**config.mk**
```make
export PLATFORM = sky130hd
export DESIGN_NAME = calc_seq_controller
export DESIGN_NICKNAME = d
export VERILOG_FILES = /design/src/rtl/calc_seq_controller.sv
export SDC_FILE = /design/constraint.sdc
export NUM_CORES = 1
export LEC_CHECK = 0
export CAP_MARGIN = 20
export CELL_PAD_IN_SITES_DETAIL_PLACEMENT = 1
export CELL_PAD_IN_SITES_GLOBAL_PLACEMENT = 2
export CORE_MARGIN = 2
export CORE_UTILIZATION = 33
export DETAILED_ROUTE_END_ITERATION = 10
export GPL_TIMING_DRIVEN = 0
export PLACE_DENSITY_LB_ADDON = 0.1
export RECOVER_POWER = 50
export SLEW_MARGIN = 25
export SYNTH_ARGS = -nofsm -noshare
export SYNTH_HDL_FRONTEND = slang
export SYNTH_SLANG_ARGS = --single-unit
```
**constraint.sdc**
```tcl
create_clock -name clk -period 5.95 [get_ports clk]
set_clock_uncertainty 0.15 [all_clocks]
set_input_delay 0.595 -clock clk [delete_from_list [all_inputs] [get_ports clk]]
set_output_delay 0.595 -clock clk [all_outputs]
set_load 0.02 [all_outputs]
```
**src/rtl/calc_seq_controller.sv**
```systemverilog
// Keypad calculator sequencer: builds signed operands from digit strobes, dispatches to add/sub or multiplier, shows result.
// Optional build macro CALC_OVF_CHECK_EN routes signed add/sub overflow to the error state.
module calc_seq_controller #(
  parameter int WIDTH      = 16,
  parameter int MAX_DIGITS = 5,
  parameter int TIMEOUT    = 255
) (
  input  logic             clk,
  input  logic             nRST,
  input  logic             digit_valid,
  input  logic [3:0]       digit,
  input  logic             op_valid,
  input  logic [1:0]       op_code,
  input  logic             neg_toggle,
  input  logic             equal_input,
  input  logic             clear_input,
  output logic [WIDTH-1:0] arith_in1,
  output logic [WIDTH-1:0] arith_in2,
  output logic             add_sub,
  output logic             add_start,
  input  logic [WIDTH-1:0] add_out,
  input  logic             add_finish,
  output logic             mul_start,
  input  logic [WIDTH-1:0] mul_out,
  input  logic             mul_finish,
  output logic [WIDTH-1:0] display_output,
  output logic             complete,
  output logic             error
);
  // state    | meaning
  // ENTER_A  | collecting digits/sign of operand A
  // ENTER_B  | operator latched, collecting operand B
  // DISPATCH | one-cycle start pulse to the selected unit
  // WAIT     | waiting for the selected unit's finish, timer running
  // SHOW     | result displayed, complete high
  // ERR      | timeout or overflow, only clear/reset leaves
  typedef enum logic [2:0] {ENTER_A, ENTER_B, DISPATCH, WAIT, SHOW, ERR} state_t;

  localparam int CW = $clog2(MAX_DIGITS + 1);
  localparam int TW = $clog2(TIMEOUT + 1);
  localparam logic [CW-1:0]    MAX_CNT  = CW'(MAX_DIGITS);
  localparam logic [TW-1:0]    TMO_LAST = TW'(TIMEOUT - 1);
  localparam logic [WIDTH+3:0] MAX_POS  = {5'b0, {(WIDTH-1){1'b1}}};
  localparam logic [1:0] OP_SUB = 2'b01;
  localparam logic [1:0] OP_MUL = 2'b10;
  localparam logic [1:0] OP_RSV = 2'b11;

  state_t           state;
  logic [WIDTH-1:0] mag_a, mag_b;
  logic [CW-1:0]    cnt_a, cnt_b;
  logic             sign_a, sign_b;
  logic [1:0]       op;
  logic [TW-1:0]    timer;

  logic             in_b;
  logic [WIDTH-1:0] cur_mag;
  logic [CW-1:0]    cur_cnt;
  logic [WIDTH+3:0] mag_ext, mag_x10;
  logic [WIDTH-1:0] next_mag;
  logic             digit_legal, digit_ok, op_ok;
  logic [WIDTH-1:0] a_val, b_val, res_abs;
  logic             unit_finish, ovf;
  logic [WIDTH-1:0] unit_out;

  function automatic logic [WIDTH-1:0] signed_val(input logic neg, input logic [WIDTH-1:0] mag);
    return neg ? -mag : mag;
  endfunction

  assign in_b        = (state == ENTER_B);
  assign cur_mag     = in_b ? mag_b : mag_a;
  assign cur_cnt     = in_b ? cnt_b : cnt_a;
  assign mag_ext     = {4'b0, cur_mag};
  // x10 as shift-add; the 4 extra bits let the range check see values past the signed max
  assign mag_x10     = (mag_ext << 3) + (mag_ext << 1) + {{WIDTH{1'b0}}, digit};
  assign next_mag    = mag_x10[WIDTH-1:0];
  assign digit_legal = digit_valid && (digit <= 4'd9);
  assign digit_ok    = digit_legal && (cur_cnt < MAX_CNT) && (mag_x10 <= MAX_POS);
  assign op_ok       = op_valid && (op_code != OP_RSV);
  assign a_val       = signed_val(sign_a, mag_a);
  assign b_val       = signed_val(sign_b, mag_b);
  assign res_abs     = display_output[WIDTH-1] ? -display_output : display_output;
  assign unit_finish = (op == OP_MUL) ? mul_finish : add_finish;
  assign unit_out    = (op == OP_MUL) ? mul_out : add_out;

`ifdef CALC_OVF_CHECK_EN
  logic b_eff_sign;
  assign b_eff_sign = add_sub ? ~arith_in2[WIDTH-1] : arith_in2[WIDTH-1];
  assign ovf = (op != OP_MUL) && (arith_in1[WIDTH-1] == b_eff_sign)
               && (add_out[WIDTH-1] != arith_in1[WIDTH-1]);
`else
  assign ovf = 1'b0;
`endif

  always_ff @(posedge clk) begin
    if (!nRST || clear_input) begin
      state          <= ENTER_A;
      mag_a          <= '0;
      mag_b          <= '0;
      cnt_a          <= '0;
      cnt_b          <= '0;
      sign_a         <= 1'b0;
      sign_b         <= 1'b0;
      op             <= '0;
      timer          <= '0;
      arith_in1      <= '0;
      arith_in2      <= '0;
      add_sub        <= 1'b0;
      add_start      <= 1'b0;
      mul_start      <= 1'b0;
      display_output <= '0;
      complete       <= 1'b0;
      error          <= 1'b0;
    end else begin
      add_start <= 1'b0;
      mul_start <= 1'b0;
      case (state)
        ENTER_A, ENTER_B: begin
          if (equal_input) begin
            if (in_b) begin
              arith_in1 <= a_val;
              arith_in2 <= b_val;
              add_sub   <= (op == OP_SUB);
              add_start <= (op != OP_MUL);
              mul_start <= (op == OP_MUL);
              state     <= DISPATCH;
            end
          end else if (op_ok) begin
            if (!in_b) begin
              op    <= op_code;
              state <= ENTER_B;
            end else if (cnt_b == '0) begin
              op <= op_code;
            end
          end else if (neg_toggle) begin
            if (in_b) begin
              sign_b         <= ~sign_b;
              display_output <= signed_val(~sign_b, mag_b);
            end else begin
              sign_a         <= ~sign_a;
              display_output <= signed_val(~sign_a, mag_a);
            end
          end else if (digit_ok) begin
            if (in_b) begin
              mag_b          <= next_mag;
              cnt_b          <= cnt_b + 1'b1;
              display_output <= signed_val(sign_b, next_mag);
            end else begin
              mag_a          <= next_mag;
              cnt_a          <= cnt_a + 1'b1;
              display_output <= signed_val(sign_a, next_mag);
            end
          end
        end
        DISPATCH: begin
          timer <= '0;
          state <= WAIT;
        end
        WAIT: begin
          if (unit_finish && ovf) begin
            error          <= 1'b1;
            display_output <= '0;
            state          <= ERR;
          end else if (unit_finish) begin
            display_output <= unit_out;
            complete       <= 1'b1;
            state          <= SHOW;
          end else if (timer == TMO_LAST) begin
            error          <= 1'b1;
            display_output <= '0;
            state          <= ERR;
          end else begin
            timer <= timer + 1'b1;
          end
        end
        SHOW: begin
          if (equal_input) begin
            sign_a    <= display_output[WIDTH-1];
            mag_a     <= res_abs;
            arith_in1 <= display_output;
            arith_in2 <= b_val;
            add_sub   <= (op == OP_SUB);
            add_start <= (op != OP_MUL);
            mul_start <= (op == OP_MUL);
            complete  <= 1'b0;
            state     <= DISPATCH;
          end else if (op_ok) begin
            sign_a   <= display_output[WIDTH-1];
            mag_a    <= res_abs;
            cnt_a    <= '0;
            mag_b    <= '0;
            cnt_b    <= '0;
            sign_b   <= 1'b0;
            op       <= op_code;
            complete <= 1'b0;
            state    <= ENTER_B;
          end else if (!neg_toggle && digit_legal) begin
            mag_a          <= {{(WIDTH-4){1'b0}}, digit};
            cnt_a          <= CW'(1);
            sign_a         <= 1'b0;
            mag_b          <= '0;
            cnt_b          <= '0;
            sign_b         <= 1'b0;
            op             <= '0;
            display_output <= {{(WIDTH-4){1'b0}}, digit};
            complete       <= 1'b0;
            state          <= ENTER_A;
          end
        end
        ERR: begin
          error          <= 1'b1;
          display_output <= '0;
          complete       <= 1'b0;
        end
        default: state <= ENTER_A;
      endcase
    end
  end
endmodule

```
# Word level (Yosys, flattened, before mapping)
# Index checks and enable logic that the tools add are counted.
[totals]
register_bits = 106
in_bits = 47
output_inout_bits = 53
[op_classes]
add_sub_neg = 9
magnitude_cmp = 3
eq_ne = 35
n_mux = 119
bitwise = 3
reduce_logical = 28
[ops]
columns = ["cell", "n"]
rows = [
  ["16-bit 2-to-1 mux", 41],
  ["16-bit one-hot mux with 2 select lines", 4],
  ["3-bit 2-to-1 mux", 25],
  ["16-bit negator", 4],
  ["16-bit one-hot mux with 4 select lines", 1],
  ["2-bit != test, second input constant", 19],
  ["1-bit 2-to-1 mux", 27],
  ["8-bit AND reduction", 3],
  ["3-bit != test, second input constant", 7],
  ["19-bit by 17-bit adder with 20-bit output", 1],
  ["20-bit by 4-bit adder with 20-bit output", 1],
  ["20-bit by 15-bit less-or-equal comparator with 1-bit output, second input constant", 1],
  ["6-bit AND reduction", 3],
  ["8-bit 2-to-1 mux", 2],
  ["8-bit one-hot mux with 2 select lines", 1],
  ["3-bit one-hot mux with 5 select lines", 1],
  ["2-bit 2-to-1 mux", 7],
  ["7-bit AND reduction", 2],
  ["1-bit one-hot mux with 2 select lines", 6],
  ["3-bit one-hot mux with 2 select lines", 2],
  ["3-bit AND reduction", 3],
  ["8-bit by 1-bit adder with 8-bit output, second input constant", 1],
  ["8-bit equality test, second input constant", 1],
  ["3-bit by 1-bit adder with 3-bit output, second input constant", 2],
  ["20 further kinds", 32],
]

# Logic depth before layout (Yosys ltp)
[depth]
ltp_word = 12
mapped_depth = 21
depth_no_buf = 16

# Worst setup path before layout
# OpenSTA, ideal clock, no wires.
[synth_timing]
path_kind = "register -> register"
startpoint = "register state[0]"
endpoint = "register display_output[5]"
setup_time_ns = 0.116
arrival_time_ns = 4.618
required_ns = 5.684
setup_slack_ns = 1.065
stages_incl_launch_ff = 20
path_buffers = 4
period_less_slack_ns = 4.885
cell_sequence = "dfxtp_1 clkbuf_1 nand2_1 clkbuf_1 clkbuf_1 nand2_1 nand2_1 fa_1 inv_1 fa_1 nand2b_1 a21oi_2 a311oi_1 o21a_1 o31a_1 or4_4 a21oi_4 buf_6 o221ai_1 o211a_1"
[synth_between]
elab_chain_cells = 12
[synth_lines]
columns = ["item", "line_no", "text"]
rows = [
  ["from (decl)", "48", "state_t state;"],
  ["from (signal assigned)", "96", "state <= ENTER_A;"],
  ["from (signal assigned)", "125", "state <= DISPATCH;"],
  ["from (signal assigned)", "130", "state <= ENTER_B;"],
  ["3-bit by 1-bit equality test with 1-bit output", "69, 116", ""],
  ["16-bit 2-to-1 mux", "70", "assign cur_mag = in_b ? mag_b : mag_a;"],
  ["19-bit by 17-bit adder with 20-bit output", "74", "assign mag_x10 = (mag_ext << 3) + (mag_ext << 1) + {{WIDTH{1'b0}}, digit};"],
  ["20-bit by 4-bit adder with 20-bit output", "74", ""],
  ["16-bit negator", "66", "return neg ? -mag : mag;"],
  ["16-bit 2-to-1 mux", "66", ""],
  ["16-bit 2-to-1 mux", "143", "if (in_b) begin"],
  ["16-bit 2-to-1 mux", "142", "end else if (digit_ok) begin"],
  ["16-bit 2-to-1 mux", "134", "end else if (neg_toggle) begin"],
  ["16-bit 2-to-1 mux", "127", "end else if (op_ok) begin"],
  ["16-bit 2-to-1 mux", "118", "if (equal_input) begin"],
  ["16-bit one-hot mux with 4 select lines", "116", "case (state)"],
  ["to (signal assigned)", "137", "display_output <= signed_val(~sign_b, mag_b);"],
  ["to (signal assigned)", "140", "display_output <= signed_val(~sign_a, mag_a);"],
  ["to (signal assigned)", "146", "display_output <= signed_val(sign_b, next_mag);"],
  ["to (decl)", "26", "output logic [WIDTH-1:0] display_output,"],
]
# Parallel ways exist; a longest one is shown, timed or not. The select of a mux whose other input is x is not followed.
# A chain may end at the register's enable or synchronous reset.

# Worst setup path in the final report
[layout_timing]
startpoint = "register state[2]"
endpoint = "register mag_b[7]"
[layout_between]
elab_chain_cells = 10
[layout_lines]
columns = ["item", "line_no", "text"]
rows = [
  ["branches (longest 10 deep; another with 19-bit by 17-bit adder with 20-bit output)", "--", ""],
  ["to (signal assigned)", "144", "mag_b <= next_mag;"],
  ["to (decl)", "49", "logic [WIDTH-1:0] mag_a, mag_b;"],
]
# Several ways; the timed one is not identified. The select of a mux whose other input is x is not followed.

==> reports/results.txt <==
Global route overflow -> 0
Internal -> 1.19 mW
# rows -> 58
Synth top area share -> 0.251
# diodes -> 0
DRC Markers -> 0
Post-DRT Antenna Nets -> 0
HP Class -> reg2reg
Largest area contributor in the netlist -> dfxtp_1
Synth cell types -> 73
CP Class -> reg2reg
CTS Hold Bufs -> 0
Final setup fails -> 0
Power share of the sequential group -> 0.405
Sequential share of the synthesized area -> 0.251
CTS sink count -> 106
Post-Route WL -> 37.2 mm
Post-layout min period -> 5.69 ns
Clock power share -> 0.341
Slowest cell on crit path -> or4_1
Achievable frequency -> 0.176 GHz
Reg2reg path depth -> 22
Multiplexer area fraction after synthesis -> 0.0387
Startpoint types -> flip-flop
Vias/cell -> 5.66
Vias in the first global route -> 8833
Highest cell delay on the worst timing path -> 0.48 ns
Share of cells above drive strength 1 -> 0.0669
Hold slack -> 0.307 ns
Syn avg cell area -> 7.42 µm²
Syn nets -> 1229
Max-cap viol count -> 0
PD cells -> 178 mW/mm²
Final-report max-slew violation count -> 0
Pin count of the biggest net entering global routing -> 20
Switching Fraction -> 0.348
Core Area -> 0.0252 mm²
WP data required -> 6.03 ns
Compound-Gate Fraction of Synth Area -> 0.253
Max clock buf depth -> 2
Status -> completed
IO Pins -> 100
Routed length per instance -> 23.4 µm
Input/output buffers -> 98
Period utilisation layout -> 0.956
Most frequent cell after synthesis -> nor2_1
Maximum fanout along the worst path -> 10
Final RePlAce weighted congestion -> 0.932
Fin. Hold Viols -> 0
Ys async rst share -> 0
Tightest Pin Transition -> 1.23 ns
Post-synthesis cell area -> 0.00846 mm²
Syn Inst Count -> 1140
Final-stage net count -> 1340
TritonRoute pass-1 iters -> 5
Crit path top cell by count -> buf_2
Gr usage total -> 0.277
Top post-synthesis cells by area -> dfxtp_1 (25%), nor2_1 (6.7%), ha_1 (5.9%)
Number of synthesized flops with an enable pin -> 0
Peak VDD IR -> 0.107 mV
Initial Utilization -> 0.336
H-tree depth -> 3
Arrival time worst endpoint -> 5.77 ns
Clk slew on worst S/H paths -> 0.08 ns
Worst hold path depth -> 2
Die Y-Extent -> 164 µm
Final core utilization -> 0.406
Total CTS buffers -> 9
Die area -> 0.0269 mm²
Largest family of logic cells by synthesized area -> compound AO/OA/AOI/OAI gates
LEAKAGE -> 4.02 nW
Power Total -> 1.82 mW
Synth cell count leaders -> nor2_1 (150), nand2_1 (123), dfxtp_1 (106)
Net load switching power -> 0.635 mW
Post-Synth Adder-Cell Area -> 0.0639
RSZ-0062 raised after global routing -> no
XOR/XNOR share of the synthesized area -> 0.0942
Die Width -> 164 µm
Worst path cell trace -> buf_2, nor3b_2, clkbuf_4, clkbuf_2, clkbuf_2, nand2_1, nand2_1, ha_1, ha_1, buf_2, a21o_1, or4_1, o211ai_1, a31oi_1, xnor2_2, nor4_4, buf_4, buf_4, a21oi_2, buf_2, mux2i_1, nor2_1
Initial antenna violation count -> 0
CTS tree -> yes
Combinational Power Share -> 0.254
Worst skew pair latency -> 0.37 ns
First-pass GRT wire length -> 55.6 mm
Seq cells post-synth -> 106
Synthesis warning total -> 0
Area grow syn2layout -> 20.8%
Via count -> 8977
Crit end category -> flip-flop
Simple-gate area share of the yosys netlist -> 0.243
Drt initial violations -> 627
Post-DP HPWL -> 29.2 mm
Ys flop type -> dfxtp_1
Max_slew headroom -> 0.171
Clk root buf -> clkbuf_16
==> metal layers <==
metal	vias to the layer above	part of all wire	track usage
met2	222	0.46	0.447
met5	-	0	0
met3	58	0.041	0.0321
met4	0	0.035	0.100
met1	4404	0.47	0.380
li1	4293	-	-
==> cell families after synthesis <==
group,after synthesis
AND/OR/NAND/NOR,440
AO/OA/AOI/OAI,315
buffers and inverters,114
flip-flops,106
XOR/XNOR,91
adder cells (fa/ha/maj),42
multiplexers,32
==> area by class of cell <==
cell class / count / area [µm²]
fill: 3142 / 15000
timing repair buffer: 101 / 1000
clock buffer: 10 / 239
multi-input combinational: 920 / 5910
inverter: 25 / 93.8
sequential: 106 / 2120
tap: 330 / 413
clock inverter: 5 / 46.3
buffer: 88 / 390
==> critical path: cells and delay by family, from the launching register on <==
kind / cells / cell delay (ns)
fa+ha+maj: 2 / 0.53
buf+inv: 8 / 1.91
flops: 1 / 0.30
mux: 1 / 0.23
xor+xnor: 1 / 0.34
compound gates: 4 / 0.91
simple gates: 6 / 1.15
==> path summary, 6_finish.rpt <==
check / from / endpoint / slack (ns)
max reg2reg: state[2]$_SDFFE_PP0P_ / mag_b[7]$_SDFFE_PP0P_ / 0.26
min reg2reg: arith_in1[2]$_SDFFE_PP0P_ / arith_in1[2]$_SDFFE_PP0P_ / 0.31
min: arith_in1[2]$_SDFFE_PP0P_ / arith_in1[2]$_SDFFE_PP0P_ / 0.31
max: state[2]$_SDFFE_PP0P_ / mag_b[7]$_SDFFE_PP0P_ / 0.26
==> power by group through the flow <==
stage	clock (mW)	sequential [mW]	combinational [mW]
2_1_floorplan	0	0.759	0.271
3_3_place_gp	0	0.756	0.452
3_5_place_dp	0	0.756	0.455
4_1_cts	0.631	0.739	0.459
5_1_grt	0.655	0.741	0.498
6_report	0.622	0.740	0.463
==> placed cells by master (no fill, tap or decap), types with 9 or more instances in the layout <==
cell type	instances
xnor2_1	40
nand2b_1	19
nand2_1	123
nand3_1	34
mux2i_1	26
a22oi_1	11
o21ai_1	10
a211oi_2	12
ha_1	40
a21oi_1	78
nor2_1	150
a211oi_1	38
clkbuf_1	62
o21ai_0	60
clkdlybuf4s50_1	43
o31ai_1	13
or3_1	21
nor2b_1	14
dfxtp_1	106
o211ai_1	12
o22ai_1	9
inv_1	25
nor3_1	25
dlygate4sd3_1	55
a31oi_1	11
clkbuf_16	9
xor2_1	50
==> metrics by stage <==
step | worst slack (ns) | instances | cell area, µm² | TNS, ns
floorplan | 1.07 | 1140 | 8460 | 0
global placement | -0.531 | 1568 | 9860 | -15.47
detailed placement | -0.568 | 1568 | 9860 | -17.92
CTS | 0.0319 | 1585 | 10200 | 0
global route | 0.0113 | 1585 | 10200 | 0
finish | 0.259 | 1585 | 10200 | 0
==> flip-flops by register name, indices dropped and copies added (netlist names), 2 cells and up <==
name / cells
arith_in1: 16
arith_in2: 16
display_output: 16
mag_a: 16
mag_b: 16
timer: 8
cnt_a: 3
cnt_b: 3
state: 3
op: 2
==> repair_timing <==
action,in CTS,in global routing
buffers inserted,3,0
gates resized for setup,6,12
setup endpoints to repair,54,49
pin swaps,1,0
Note: power is estimated with default switching activity, not from simulation.
